## src/rtl/battle_sequencer_if.sv

```systemverilog
// Signal bundle between the battle sequencer and its surroundings.
// Clock and reset are kept as plain ports on the sequencer itself.
//   master : drives the player controls (on_off, status, pulses, placement, target)
//   slave  : the sequencer; drives display pattern, counters, flags and state
// ship_in / disp bit index = col*7 + row.
interface battle_sequencer_if;
    logic        on_off;
    logic        status;
    logic        save_pulse;
    logic        attack_pulse;
    logic [34:0] ship_in;
    logic [2:0]  columns_attack;
    logic [2:0]  rows_attack;
    logic [34:0] disp;
    logic [5:0]  shots_left;
    logic [5:0]  hits_left;
    logic        last_hit;
    logic        game_over;
    logic        win;
    logic [2:0]  state;

    modport master (
        output on_off, status, save_pulse, attack_pulse, ship_in, columns_attack, rows_attack,
        input  disp, shots_left, hits_left, last_hit, game_over, win, state
    );

    modport slave (
        input  on_off, status, save_pulse, attack_pulse, ship_in, columns_attack, rows_attack,
        output disp, shots_left, hits_left, last_hit, game_over, win, state
    );
endinterface

```

## src/rtl/battle_sequencer.sv

```systemverilog
// Battleship game sequencer: ship placement, shot handling, result flash and end of game.
// Ports:
//   clock : system clock (381 Hz divided clock)
//   reset : asynchronous active-low reset
//   bus   : battle_sequencer_if.slave (controls in; disp, shots_left, hits_left,
//           last_hit, game_over, win, state out)
// Parameters: MAX_SHOTS (shots per game), FLASH_CYCLES (result dwell), BLINK_DIV
// (half-period of the miss-cell blink).
// Configuration macro: SHOT_LIMIT_EN -- when defined, running out of shots ends the game;
// when undefined, shots_left stays at MAX_SHOTS and only sinking every ship ends it.
module battle_sequencer #(
    parameter int unsigned MAX_SHOTS    = 15,
    parameter int unsigned FLASH_CYCLES = 381,
    parameter int unsigned BLINK_DIV    = 190
) (
    input logic            clock,
    input logic            reset,
    battle_sequencer_if.slave bus
);

    localparam int unsigned FlashW = $clog2(FLASH_CYCLES + 1);
    localparam int unsigned BlinkW = $clog2(BLINK_DIV + 1);
    localparam logic [FlashW-1:0] FlashLoad = FlashW'(FLASH_CYCLES - 1);
    localparam logic [BlinkW-1:0] BlinkLast = BlinkW'(BLINK_DIV - 1);
    localparam logic [5:0]        ShotsInit = 6'(MAX_SHOTS);

    typedef enum logic [2:0] {
        StOff    = 3'd0,
        StPlace  = 3'd1,
        StArmed  = 3'd2,
        StAttack = 3'd3,
        StResult = 3'd4,
        StDone   = 3'd5
    } state_e;

    state_e            state_q;
    logic [34:0]       ship_q;
    logic [34:0]       shot_q;
    logic [5:0]        shots_q;
    logic [5:0]        hits_q;
    logic              last_hit_q;
    logic              game_over_q;
    logic              win_q;
    logic [5:0]        tgt_q;
    logic [FlashW-1:0] flash_q;
    logic [BlinkW-1:0] blink_cnt_q;
    logic              blink_q;

    logic [5:0]        tgt_idx;
    logic              tgt_valid;
    logic              tgt_fresh;
    logic [5:0]        ship_pop;
    logic [34:0]       disp_c;

    // Max 7*7+7 = 56, fits in 6 bits; out-of-range targets are gated by tgt_valid.
    assign tgt_idx   = 6'(bus.columns_attack) * 6'd7 + 6'(bus.rows_attack);
    assign tgt_valid = (bus.columns_attack < 3'd5) && (bus.rows_attack < 3'd7);
    assign tgt_fresh = tgt_valid && !shot_q[tgt_idx];

    always_comb begin
        ship_pop = '0;
        for (int i = 0; i < 35; i++) begin
            ship_pop = ship_pop + 6'(bus.ship_in[i]);
        end
    end

    always_comb begin
        disp_c = '0;
        unique case (state_q)
            StOff:    disp_c = '0;
            StPlace:  disp_c = bus.ship_in;
            StArmed:  disp_c = ship_q;
            StAttack,
            StDone:   disp_c = (shot_q & ship_q) | (shot_q & ~ship_q & {35{blink_q}});
            StResult: begin
                // Only the target cell: steady on a hit, blinking on a miss.
                for (int i = 0; i < 35; i++) begin
                    disp_c[i] = (tgt_q == 6'(i)) && (last_hit_q || blink_q);
                end
            end
            default:  disp_c = '0;
        endcase
    end

    assign bus.disp       = disp_c;
    assign bus.shots_left = shots_q;
    assign bus.hits_left  = hits_q;
    assign bus.last_hit   = last_hit_q;
    assign bus.game_over  = game_over_q;
    assign bus.win        = win_q;
    assign bus.state      = state_q;

    always_ff @(posedge clock or negedge reset) begin
        if (!reset) begin
            state_q     <= StOff;
            ship_q      <= '0;
            shot_q      <= '0;
            shots_q     <= '0;
            hits_q      <= '0;
            last_hit_q  <= 1'b0;
            game_over_q <= 1'b0;
            win_q       <= 1'b0;
            tgt_q       <= '0;
            flash_q     <= '0;
            blink_cnt_q <= '0;
            blink_q     <= 1'b0;
        end else if (!bus.on_off) begin
            state_q     <= StOff;
            ship_q      <= '0;
            shot_q      <= '0;
            shots_q     <= '0;
            hits_q      <= '0;
            last_hit_q  <= 1'b0;
            game_over_q <= 1'b0;
            win_q       <= 1'b0;
            tgt_q       <= '0;
            flash_q     <= '0;
            blink_cnt_q <= '0;
            blink_q     <= 1'b0;
        end else begin
            if (blink_cnt_q == BlinkLast) begin
                blink_cnt_q <= '0;
                blink_q     <= ~blink_q;
            end else begin
                blink_cnt_q <= blink_cnt_q + 1'b1;
            end

            unique case (state_q)
                StOff: begin
                    state_q <= StPlace;
                end
                StPlace: begin
                    // An empty fleet would end the game instantly, so it is refused.
                    if (bus.save_pulse && (bus.ship_in != '0)) begin
                        ship_q  <= bus.ship_in;
                        hits_q  <= ship_pop;
                        shots_q <= ShotsInit;
                        state_q <= StArmed;
                    end
                end
                StArmed: begin
                    if (bus.status) begin
                        state_q <= StAttack;
                    end
                end
                StAttack: begin
                    if (bus.attack_pulse && tgt_fresh) begin
                        shot_q[tgt_idx] <= 1'b1;
                        tgt_q           <= tgt_idx;
                        last_hit_q      <= ship_q[tgt_idx];
                        if (ship_q[tgt_idx] && (hits_q != '0)) begin
                            hits_q <= hits_q - 6'd1;
                        end
`ifdef SHOT_LIMIT_EN
                        if (shots_q != '0) begin
                            shots_q <= shots_q - 6'd1;
                        end
`endif
                        flash_q <= FlashLoad;
                        state_q <= StResult;
                    end
                end
                StResult: begin
                    if (flash_q == '0) begin
                        if (hits_q == '0) begin
                            state_q     <= StDone;
                            game_over_q <= 1'b1;
                            win_q       <= 1'b1;
                        end
`ifdef SHOT_LIMIT_EN
                        else if (shots_q == '0) begin
                            state_q     <= StDone;
                            game_over_q <= 1'b1;
                            win_q       <= 1'b0;
                        end
`endif
                        else begin
                            state_q <= StAttack;
                        end
                    end else begin
                        flash_q <= flash_q - 1'b1;
                    end
                end
                StDone: begin
                    if (bus.save_pulse) begin
                        shot_q      <= '0;
                        last_hit_q  <= 1'b0;
                        game_over_q <= 1'b0;
                        win_q       <= 1'b0;
                        state_q     <= StPlace;
                    end
                end
                default: begin
                    state_q <= StOff;
                end
            endcase
        end
    end

endmodule

```

## src/flat_wrapper.sv

```systemverilog
// flat-port wrapper written by rule: the top's interface ports become plain ports
module battle_sequencer_flat 
#(
    parameter int unsigned MAX_SHOTS    = 15,
    parameter int unsigned FLASH_CYCLES = 381,
    parameter int unsigned BLINK_DIV    = 190
)
  (clock, reset, bus_on_off, bus_status, bus_save_pulse, bus_attack_pulse, bus_ship_in, bus_columns_attack, bus_rows_attack, bus_disp, bus_shots_left, bus_hits_left, bus_last_hit, bus_game_over, bus_win, bus_state);
  battle_sequencer_if bus_i ();
  input logic clock;
  input logic reset;
  input wire logic [$bits(bus_i.on_off)-1:0] bus_on_off;
  input wire logic [$bits(bus_i.status)-1:0] bus_status;
  input wire logic [$bits(bus_i.save_pulse)-1:0] bus_save_pulse;
  input wire logic [$bits(bus_i.attack_pulse)-1:0] bus_attack_pulse;
  input wire logic [$bits(bus_i.ship_in)-1:0] bus_ship_in;
  input wire logic [$bits(bus_i.columns_attack)-1:0] bus_columns_attack;
  input wire logic [$bits(bus_i.rows_attack)-1:0] bus_rows_attack;
  output wire logic [$bits(bus_i.disp)-1:0] bus_disp;
  output wire logic [$bits(bus_i.shots_left)-1:0] bus_shots_left;
  output wire logic [$bits(bus_i.hits_left)-1:0] bus_hits_left;
  output wire logic [$bits(bus_i.last_hit)-1:0] bus_last_hit;
  output wire logic [$bits(bus_i.game_over)-1:0] bus_game_over;
  output wire logic [$bits(bus_i.win)-1:0] bus_win;
  output wire logic [$bits(bus_i.state)-1:0] bus_state;
  assign bus_i.on_off = bus_on_off;
  assign bus_i.status = bus_status;
  assign bus_i.save_pulse = bus_save_pulse;
  assign bus_i.attack_pulse = bus_attack_pulse;
  assign bus_i.ship_in = bus_ship_in;
  assign bus_i.columns_attack = bus_columns_attack;
  assign bus_i.rows_attack = bus_rows_attack;
  assign bus_disp = bus_i.disp;
  assign bus_shots_left = bus_i.shots_left;
  assign bus_hits_left = bus_i.hits_left;
  assign bus_last_hit = bus_i.last_hit;
  assign bus_game_over = bus_i.game_over;
  assign bus_win = bus_i.win;
  assign bus_state = bus_i.state;
  battle_sequencer #(.MAX_SHOTS(MAX_SHOTS), .FLASH_CYCLES(FLASH_CYCLES), .BLINK_DIV(BLINK_DIV)) u_core (.clock(clock), .reset(reset), .bus(bus_i));
endmodule
```

## config.mk

```make
export PLATFORM = sky130hd
export DESIGN_NAME = battle_sequencer_flat
export DESIGN_NICKNAME = d
export VERILOG_FILES = /design/src/rtl/battle_sequencer_if.sv /design/src/rtl/battle_sequencer.sv /design/src/flat_wrapper.sv
export SDC_FILE = /design/constraint.sdc
export NUM_CORES = 1
export LEC_CHECK = 0
export ABC_AREA = 1
export BUFFER_PORTS_ARGS = -buffer_cell sky130_fd_sc_hd__buf_2
export CAP_MARGIN = 20
export CORE_MARGIN = 1
export CORE_UTILIZATION = 55
export CTS_BUF_LIST = sky130_fd_sc_hd__clkbuf_2
export DETAILED_ROUTE_END_ITERATION = 10
export PLACE_DENSITY = 0.76
export SYNTH_ARGS = -nofsm -noshare
export SYNTH_HDL_FRONTEND = slang
export SYNTH_SLANG_ARGS = --single-unit
```

## constraint.sdc

```tcl
create_clock -name clock -period 2.98 [get_ports clock]
set_clock_uncertainty 0.05 [all_clocks]
set_input_delay 0.596 -clock clock [delete_from_list [all_inputs] [get_ports clock]]
set_output_delay 0.596 -clock clock [all_outputs]
set_load 0.005 [all_outputs]
```

==> reports/results.tsv <==
stage	metric	value	unit
global_routing	grt_pass1_wl	51.70	mm
global_routing	grt_use_total	0.4279	
drt	ant_nets	0	
cts	clk_pin_slew	0.33	ns
timing	whs	0.1199	ns
logic_synthesis	ys.flop_type	dfrtp_1	
setup_path	path_class	in -> reg	
logic_synthesis	synth_seq_cells	106	
drt	drt_first_iter_violations	1472	
global_routing	overflow	0	
die	fp.dieArea	15850	µm²
status	violations	setup timing	
cts	cts-root-buf	clkbuf_2	
die	design.core.area	14750	µm²
setup_path	cp.arrival	5.23	ns
cells_and_area	nets	1499	
drt	drt-met1-wl	12.26	mm
run	cap_viol_max_count	0	
logic_synthesis	async_reset_ff_frac	1.000	
cts	ctsLongestPathBuffers	2	
place	gp_congestion	0.9685	
timing	worst_slack	-1.612	ns
cts	clock_sinks	106	
logic_synthesis	ys_seq_area_frac	0.3142	
die	die-height	125.9	µm
timing	setup_violations	95	
setup_path	cpMostUsedCell	fa_1	
setup_path	start_kind	primary input	
timing	worst_pin_slew	0.9005	ns
status	status	complete, but fails checks	
drt	wl	34.28	mm
setup_path	path_cells	buf_12 -> inv_12 -> ha_4 -> inv_2 -> fa_1 -> fa_1 -> fa_2 -> fa_1 -> fa_1 -> fa_1 -> inv_2 -> ha_4 -> fa_2 -> a31oi_2 -> xor2_1 -> o22ai_1 -> nor2_1 -> nand4_1 -> nand2_1	
timing	hold_viol_final	0	
timing	fmaxAchievable	217.8	MHz
logic_synthesis	ys_types	47	
setup_path	crit_required	3.61	ns
die	io_pins	100	
timing	min_period	4.592	ns
place	dp_hpwl	21.42	mm
timing	drv_slew	0	
drt	firstDrtPassIters	5	
cells_and_area	drive_above_1_share	0.3780	
die	num_rows	44	
cts	numCtsBuffers	9	
logic_synthesis	synth_warnings	0	
setup_path	path_buf_inv	4	
pwr	p_total	9344	µW
drt	met2_length	15.25	mm
timing	setup-tns-final	-36.15	ns
setup_path	critPathMaxStageDelay	0.54	ns
cells_and_area	layout_common_cells	nand2_1 (247), inv_1 (154), buf_4 (118)	
global_routing	grt_max_degree	55	
place	port_buffers	97	
cells_and_area	area_delta_synth_final	41.54	%
timing	fin_crit_sh	1.541	
global_routing	grt_pass1_vias	9658	
logic_synthesis	netlist_area	8442	µm²
setup_path	cp-end-kind	flop	
timing	rsz0062_at_grt	yes	
place	dpl_cell_area	9848	µm²
pwr	p_leak	0.006107	µW
min_path	hold_class	in -> reg	
drt	wl_met3	4.121	mm
cells_and_area	final_common_cell	nand2_1	
cts	cts_tree	yes	
logic_synthesis	synthesis.instances	1169	
cells_and_area	fin_area	11950	µm²
drt	drcViolationCount	0	
cts	htreeDepth	3	
die	fp.dieW	125.9	µm
logic_synthesis	avgSynthCellArea	7.221	µm²
cells_and_area	fillers	952	
cts	clk-insertion-delay-late	0.74	ns
setup_path	cp_slowest_cell	fa_2	
drt	routed_via_density	6.306	
setup_path	crit_fanout	2	
logic_synthesis	synth-edff-count	0	
drt	wl_per_cell	21.60	µm
drt	highest_layer	met4	
pwr	vdd_drop_max	1.115	mV
die	start_util	0.5722	
pwr	power.density	782.0	nW/µm²
global_routing	antenna_found_initial	1	
drt	dr_total_vias	10010	
setup_path	cp_top_family	adder cells	
timing	slew_headroom	0.3975	
[power by group]
group / switching [µW] / internal (µW)
clock: 564 / 199
sequential: 314 / 1710
combinational: 3570 / 2990
total: 4450 / 4890
[path summary, 6_finish.rpt]
| path | start | to | slack (ns) | cells past startpoint |
|---|---|---|---|---|
| max in group asynchronous | reset | u_core.ship_q[18]$_DFFE_PN0P_ | 1.84 | 3 |
| min reg2reg | u_core.blink_cnt_q[0]$_DFF_PN0_ | u_core.blink_cnt_q[0]$_DFF_PN0_ | 0.46 | 1 |
| min in group asynchronous | reset | u_core.shot_q[25]$_DFFE_PN0P_ | 0.29 | 2 |
| max | bus_ship_in[1] | u_core.bus.hits_left[4]$_DFFE_PN0P_ | -1.61 | 19 |
| max reg2reg | u_core.bus.state[2]$_DFFE_PN0P_ | u_core.bus.state[0]$_DFFE_PN0P_ | 0.16 | 16 |
| min | bus_ship_in[0] | u_core.ship_q[0]$_DFFE_PN0P_ | 0.12 | 4 |
[what timing repair did]
item / CTS / global route
pin swaps: 51 / 54
endpoints found under the hold margin: 39 / 0
resized for setup: 181 / 144
cloned: 16 / 1
setup endpoints to repair: 95 / 95
hold buffers: 1 / 0
buffers inserted: 50 / 26
[metal layers]
metal	up-vias	track usage
li1	4292	-
met1	4711	0.5331
met2	805	0.6682
met3	200	0.1054
met4	0	0.2707
met5	-	0
[logic make-up (layout without fill, tap and decap cells)]
logic type,after synthesis,after routing,synth area share
and+or+nand+nor,517,518,0.2582
adders and majority gates,55,55,0.1091
xor gates and xnor gates,9,9,0.01023
DFF,106,106,0.3142
other,1,3,0.0004442
buffers and inverters,236,467,0.1171
AOI/OAI and AO/OA,245,245,0.1908
[synth_stat cells, drive strengths merged, types with 2 or more instances]
library cell	n	area (µm²)
a21boi	2	15.02
a21oi	15	86.34
a22oi	12	90.09
a31oi	5	31.28
buf	37	241.5
clkbuf	21	78.83
dfrtp	106	2653
fa	31	620.6
ha	24	300.3
inv	178	668.1
nand2	341	1308
nand3	49	250.2
nand3b	2	15.01
nand4	18	118.9
nor2	87	359.1
nor3	13	70.07
nor4	3	33.78
o2111ai	22	192.7
o211ai	68	510.5
o21ai	92	498.0
o22ai	26	162.7
or2	3	18.77
xnor2	6	60.06
xor2	3	26.28
[final cells by class]
cell class	count	area, µm²	area share
Timing Repair inverter	1	7.507	0.0006283
Sequential cell	106	2654	0.2221
Clock inverter	6	65.06	0.005445
Timing Repair Buffer	272	2331	0.1951
Inverter	178	719.4	0.06021
Tap cell	184	230.2	0.01927
Clock buffer	10	50.05	0.004188
Multi-Input combinational cell	829	5889	0.4929
Antenna cell	1	2.502	0.0002094
[worst min-delay path: cells and delay by family]
kind            cells  cell delay, ns
compound gates      1            0.06
buf+inv             3            0.26
[metrics by stage]
step                      instances    util  setup slack, ns
after global routing           1587  0.8099           -1.710
after floorplan                1170       -           -2.006
after detailed placement       1496  0.6675           -2.386
after CTS                      1578  0.7827           -1.615
after global placement         1496  0.6675           -2.330
final                          1587  0.8099           -1.612
[flip-flops by register name, indices dropped and copies added, names as in the netlist]
signal                 flops
u_core.ship_q             35
u_core.shot_q             35
u_core.flash_q             9
u_core.blink_cnt_q         8
u_core.bus.hits_left       6
u_core.tgt_q               6
u_core.bus.state           3
u_core.blink_q             1
u_core.bus.game_over       1
u_core.bus.last_hit        1
u_core.bus.shots_left      1
Note: power is estimated with default switching activity, not from simulation.
